**src/rtl/uart_tx_fifo_if.sv**
```systemverilog
// uart_tx_fifo_if: valid/ready push interface feeding the uart_tx_fifo input FIFO
interface uart_tx_fifo_if #(
    parameter int DATA_W = 8
);
    logic [DATA_W-1:0] tx_din;
    logic              tx_vld;
    logic              tx_rdy;

    modport master (output tx_din, tx_vld, input tx_rdy);
    modport slave  (input tx_din, tx_vld, output tx_rdy);
endinterface

```
**src/rtl/uart_tx_fifo.sv**
```systemverilog
// uart_tx_fifo: parametrised UART transmitter with input FIFO; define UART_TX_PARITY_EN to add a parity bit
module uart_tx_fifo #(
    parameter int CLK_FRQ    = 50_000_000,
    parameter int BAUD       = 115200,
    parameter int DATA_W     = 8,
    parameter int STOP_BITS  = 1,
    parameter int FIFO_DEPTH = 4,
    parameter int PARITY_ODD = 0
) (
    input  logic                        clk,
    input  logic                        rst_n,
    uart_tx_fifo_if.slave               tx,
    output logic                        tx_dout,
    output logic                        tx_busy,
    output logic [$clog2(FIFO_DEPTH):0] fifo_cnt
);
    localparam int BPS_DIV = CLK_FRQ / BAUD;
    localparam int AW      = $clog2(FIFO_DEPTH);
    localparam int CW      = AW + 1;
    localparam int BW      = $clog2(BPS_DIV);

    if (BPS_DIV < 2 || DATA_W < 5 || DATA_W > 9 || STOP_BITS < 1 || STOP_BITS > 2 ||
        PARITY_ODD < 0 || PARITY_ODD > 1 || FIFO_DEPTH < 2 || (FIFO_DEPTH & (FIFO_DEPTH - 1)) != 0)
        $error("uart_tx_fifo: unsupported parameter set");

`ifdef UART_TX_PARITY_EN
    typedef enum logic [2:0] {IDLE, START, DATA, PARITY, STOP} state_t;
    logic par, par_n;
`else
    typedef enum logic [1:0] {IDLE, START, DATA, STOP} state_t;
`endif

    state_t            state, state_n;
    logic [BW-1:0]     cnt, cnt_n;
    logic [3:0]        idx, idx_n;
    logic [DATA_W-1:0] sh, sh_n;
    logic              dout_n, bit_end, push, pop, empty;
    logic [DATA_W-1:0] mem [FIFO_DEPTH];
    logic [AW-1:0]     wr_ptr, rd_ptr;

    assign tx.tx_rdy = fifo_cnt != CW'(FIFO_DEPTH);
    assign push      = tx.tx_vld && tx.tx_rdy;
    assign empty     = fifo_cnt == '0;
    assign tx_busy   = state != IDLE;
    assign bit_end   = cnt == BW'(BPS_DIV - 1);

    // FIFO storage needs no reset; occupancy and pointers decide what is valid
    always_ff @(posedge clk) begin
        if (push) mem[wr_ptr] <= tx.tx_din;
    end

    // FIFO pointers and occupancy; push and pop together leave the count unchanged
    always_ff @(posedge clk or negedge rst_n) begin
        if (!rst_n) begin
            wr_ptr   <= '0;
            rd_ptr   <= '0;
            fifo_cnt <= '0;
        end else begin
            if (push) wr_ptr <= wr_ptr + 1'b1;
            if (pop) rd_ptr <= rd_ptr + 1'b1;
            fifo_cnt <= fifo_cnt + CW'(push) - CW'(pop);
        end
    end

    // FSM and serializer registers; the line output is registered so it never glitches
    always_ff @(posedge clk or negedge rst_n) begin
        if (!rst_n) begin
            state   <= IDLE;
            cnt     <= '0;
            idx     <= '0;
            sh      <= '0;
            tx_dout <= 1'b1;
`ifdef UART_TX_PARITY_EN
            par     <= 1'b0;
`endif
        end else begin
            state   <= state_n;
            cnt     <= cnt_n;
            idx     <= idx_n;
            sh      <= sh_n;
            tx_dout <= dout_n;
`ifdef UART_TX_PARITY_EN
            par     <= par_n;
`endif
        end
    end

    // next state: a pop loads the shifter and drives the start bit on the same edge
    always_comb begin
        state_n = state;
        cnt_n   = state != IDLE ? (bit_end ? '0 : cnt + 1'b1) : '0;
        idx_n   = idx;
        sh_n    = sh;
        dout_n  = tx_dout;
        pop     = 1'b0;
`ifdef UART_TX_PARITY_EN
        par_n   = par;
`endif
        case (state)
            IDLE: if (!empty) begin
                pop     = 1'b1;
                sh_n    = mem[rd_ptr];
                state_n = START;
                dout_n  = 1'b0;
            end
            START: if (bit_end) begin
                state_n = DATA;
                idx_n   = '0;
                dout_n  = sh[0];
                sh_n    = sh >> 1;
            end
            DATA: if (bit_end) begin
                if (idx == 4'(DATA_W - 1)) begin
`ifdef UART_TX_PARITY_EN
                    state_n = PARITY;
                    dout_n  = par;
`else
                    state_n = STOP;
                    idx_n   = '0;
                    dout_n  = 1'b1;
`endif
                end else begin
                    idx_n  = idx + 1'b1;
                    dout_n = sh[0];
                    sh_n   = sh >> 1;
                end
            end
`ifdef UART_TX_PARITY_EN
            PARITY: if (bit_end) begin
                state_n = STOP;
                idx_n   = '0;
                dout_n  = 1'b1;
            end
`endif
            STOP: if (bit_end) begin
                if (idx == 4'(STOP_BITS - 1)) begin
                    if (!empty) begin
                        pop     = 1'b1;
                        sh_n    = mem[rd_ptr];
                        state_n = START;
                        dout_n  = 1'b0;
                    end else begin
                        state_n = IDLE;
                        dout_n  = 1'b1;
                    end
                end else begin
                    idx_n = idx + 1'b1;
                end
            end
            default: state_n = IDLE;
        endcase
`ifdef UART_TX_PARITY_EN
        if (pop) par_n = (^mem[rd_ptr]) ^ PARITY_ODD[0];
`endif
    end
endmodule

```
**src/flat_wrapper.sv**
```systemverilog
// flat-port wrapper written by rule: the top's interface ports become plain ports
module uart_tx_fifo_flat 
#(
    parameter int CLK_FRQ    = 50_000_000,
    parameter int BAUD       = 115200,
    parameter int DATA_W     = 8,
    parameter int STOP_BITS  = 1,
    parameter int FIFO_DEPTH = 4,
    parameter int PARITY_ODD = 0
)
  (clk, rst_n, tx_dout, tx_busy, fifo_cnt, tx_tx_din, tx_tx_vld, tx_tx_rdy);
  uart_tx_fifo_if #(.DATA_W(DATA_W)) tx_i ();
  input  logic clk;
  input  logic rst_n;
  output logic tx_dout;
  output logic tx_busy;
  output logic [$clog2(FIFO_DEPTH):0] fifo_cnt;
  input wire logic [$bits(tx_i.tx_din)-1:0] tx_tx_din;
  input wire logic [$bits(tx_i.tx_vld)-1:0] tx_tx_vld;
  output wire logic [$bits(tx_i.tx_rdy)-1:0] tx_tx_rdy;
  assign tx_i.tx_din = tx_tx_din;
  assign tx_i.tx_vld = tx_tx_vld;
  assign tx_tx_rdy = tx_i.tx_rdy;
  uart_tx_fifo #(.CLK_FRQ(CLK_FRQ), .BAUD(BAUD), .DATA_W(DATA_W), .STOP_BITS(STOP_BITS), .FIFO_DEPTH(FIFO_DEPTH), .PARITY_ODD(PARITY_ODD)) u_core (.clk(clk), .rst_n(rst_n), .tx(tx_i), .tx_dout(tx_dout), .tx_busy(tx_busy), .fifo_cnt(fifo_cnt));
endmodule
```
**config.mk**
```make
export PLATFORM = sky130hd
export DESIGN_NAME = uart_tx_fifo_flat
export DESIGN_NICKNAME = d
export VERILOG_FILES = /design/src/rtl/uart_tx_fifo_if.sv /design/src/rtl/uart_tx_fifo.sv /design/src/flat_wrapper.sv
export SDC_FILE = /design/constraint.sdc
export NUM_CORES = 1
export LEC_CHECK = 0
export CORE_MARGIN = 3
export CORE_UTILIZATION = 63
export CTS_CLUSTER_DIAMETER = 100
export CTS_CLUSTER_SIZE = 12
export DETAILED_ROUTE_END_ITERATION = 6
export PLACE_DENSITY = 0.84
export SYNTH_ARGS = -nofsm -noshare
export SYNTH_HDL_FRONTEND = slang
export SYNTH_SLANG_ARGS = --single-unit
```
**constraint.sdc**
```tcl
create_clock -name clk -period 3.8 [get_ports clk]
set_input_delay 0.76 -clock clk [delete_from_list [all_inputs] [get_ports clk]]
set_output_delay 0.76 -clock clk [all_outputs]
set_load 0.01 [all_outputs]
```
==> impl_metrics.toml <==
[status]
status = "finished clean"

[sta]
finalMaxSlewViolations = 0
hold_viol = 0
fmax_ghz = 0.379
layout_min_cycle_time_ns = 2.64
finClkSkew_ns = 0.0103
layout_setup_ws_ns = 1.16
slew_headroom_pct = 61.7
fin_setup_tns_ns = 0
setup_viol = 0
period_share_pct = 69.5
worst_pin_slew_ns = 0.575
rsz0062_at_grt = "no"

[routing]
num_vias = 1725
wl_um = 5300
routed_via_density = 6.07
drt_iter0_markers = 236
wl_per_cell_um = 18.7
ant_nets = 0
drc = 0
firstDrtPassIters = 4

[clock_network]
htree_levels = 3
cts_sinks = 63
post_cts_buffers = 0
hold_buffers = 0
cts_tree = "yes"
cts_resized = 0
clock_path_buffers = 2
cts_made_buffers = 9
cts.reportedPaths.clkPinSlew_ns = 0.07
clk_latency_ns = 0.33
cts_root_buf = "clkbuf_8"

[pwr]
ir_drop_uv = 441
clock_power_share_pct = 32.7
pwr-share-seq_pct = 51.3
power-per-cell-area_nw_per_um2 = 507
p_sw_w = 0.000448
combPwrFrac_pct = 16.0
p_sw_share_pct = 26.4
total_power_w = 0.00170
intPower_w = 0.00125
leakage_nw = 1.35

[floorplan]
num_rows = 24
fp.dieH_um = 74.5
start_util_pct = 66.6
die_w_um = 74.5
io_pins = 17
coreArea_um2 = 4440
die-area_um2 = 5550

[placement]
dpl.cell_count = 268
dp_hpwl_um = 3740
portBuffers = 16
pre_cts_ws_ns = 1.23
place_congestion = 0.839

[setup_path]
ff2ff_setup_slack_ns = 1.20
worstPathArrival_ns = 1.88
critPathMaxFanout = 5
reg2reg_from = "u_core.state[0]"
cp-end-kind = "output port"
critPathRequiredTime_ns = 3.04
reg2reg_depth = 8
rr_endpoint = "u_core.fifo_cnt[1]"
critPathLaunch = "u_core.state[0]"
critPathKind = "flop to output port"
worstSetupStartpointType = "flop"

[logic_synthesis]
synthArstFlopShare_pct = 49.2
ys_ff_latch = 63
synth-main-ff-cell = "edfxtp_1"
synth.avg_cell_area_um2 = 14.5
synth_cells = 204
yosys_warnings = 0
synth_area_um2 = 2960
synth-edff-count = 32
seq_area_frac_synth_pct = 58.8
synth_fp_nets = 230
synth_cell_types = 47

[min_path]
min_to = "u_core.tx_dout"
whs_path_depth = 1
min-delay-start = "u_core.tx_dout"
min_path_type = "flop to flop"

[layout]
final_nets = 253
fill_cells = 263
fin_cells = 284
layout-drive-gt1-share_pct = 20.7
diodes = 0
utilization_pct = 75.3
syn_to_final_growth_pct = 13.1

[global_route]
antenna_found_initial = 0
grt-ovfl-total = 0
grt_pass1_vias = 1841
grt_max_degree = 32
grt_use_total_pct = 22.6
grt_pass1_wl_um = 9080

[run]
drv_cap = 0
[worst max-delay path by stage]
stage / end / slack, ns / cells after the start
after floorplan: u_core.fifo_cnt[2] / 1.42 / 10
after global placement: u_core.fifo_cnt[2] / 1.37 / 9
after detailed placement: u_core.fifo_cnt[1] / 1.23 / 8
after CTS: tx_busy / 1.15 / 4
after global routing: u_core.fifo_cnt[2] / 1.09 / 9
final: tx_busy / 1.16 / 4
[cells in the mapped netlist (2+ instances only)]
cell       number  area share, %
mux4_2          8            6.1
edfxtp_1       32             32
xnor2_1         8            2.4
nor2_1         15            1.9
nand2_1         4           0.51
nor3_1          4           0.68
and3_1          6            1.3
xor2_1          4            1.2
o21ai_0         2           0.34
dfrtp_1        30             25
clkbuf_1        2           0.25
a21oi_1         2           0.34
nand3_1         6            1.0
o2bb2ai_1       2           0.59
inv_1          15            1.9
mux2_2         16            6.1
o211ai_1        3           0.76
nand4_1         2           0.42
buf_6           2           0.76
ha_1           14            5.9
[flip-flops by register name, indices dropped and copies added, names as in the netlist]
register and flops:
u_core.mem 32, u_core.fifo_cnt 3, u_core.sh 8, u_core.rd_ptr 2, u_core.cnt 9, u_core.state 2, u_core.tx_dout 1, u_core.wr_ptr 2
u_core.idx 4
[cells by family after synthesis]
group	synth area share, %
buf+inv	3.09
compound gates	5.54
mux	13.0
xor+xnor	3.55
fa+ha+maj	6.60
simple gates	9.43
flops	58.8
[power by group through the flow]
stage	clock, W	combinational (W)	sequential, W
after CTS	0.000569	0.000278	0.000872
after global placement	0	0.000253	0.000875
final	0.000554	0.000271	0.000871
after floorplan	0	0.000154	0.000878
after global routing	0.000603	0.000302	0.000882
after detailed placement	0	0.000276	0.000885
[routing by layer]
layer | up-vias | global-route usage [%] | wire, um
met5 | - | 0 | 0
met4 | 0 | 8.10 | 19
met3 | 6 | 5.68 | 266
met2 | 53 | 35.5 | 2690
met1 | 873 | 30.9 | 2320
li1 | 793 | - | -
[cell type report]
type | instances | area, um2 | area share, %
sequential | 63 | 1740 | 52.0
multi-input combinational | 121 | 1130 | 33.7
timing repair buffer | 17 | 168 | 5.01
clock buffer | 10 | 128 | 3.82
tap | 52 | 65.1 | 1.95
clock inverter | 6 | 61.3 | 1.83
inverter | 15 | 56.3 | 1.68
[layout by cell type, fill, tap and decap left out, types with 2 or more instances in the layout]
cell type and n:
nand4_1 2, o21ai_0 2, and3_1 6, clkdlybuf4s50_1 16, mux4_2 8, nand2_1 4
nand3_1 6, nor2_1 15, dfrtp_1 30, inv_1 15, ha_1 14, xor2_1 4
edfxtp_1 32, xnor2_1 8, clkinv_2 3, mux2_2 16, o2bb2ai_1 2, a21oi_1 2
clkbuf_8 9, nor3_1 4, o211ai_1 3
[worst max-delay path: stages (launching register included)]
cell             delay (ns)
dfrtp_1                0.44
inv_1                  0.12
ha_1                   0.28
inv_1                  0.15
clkdlybuf4s50_1        0.56
[stage by stage]
| stage | hold WS, ns | cell area [um2] |
|---|---|---|
| 3_3_place_gp | 0.467 | 3160 |
| 6_report | 0.487 | 3340 |
| 4_1_cts | 0.491 | 3340 |
| 3_5_place_dp | 0.478 | 3160 |
| 2_1_floorplan | 0.464 | 2960 |
| 5_1_grt | 0.507 | 3340 |
(Power assumes the default switching activity.)
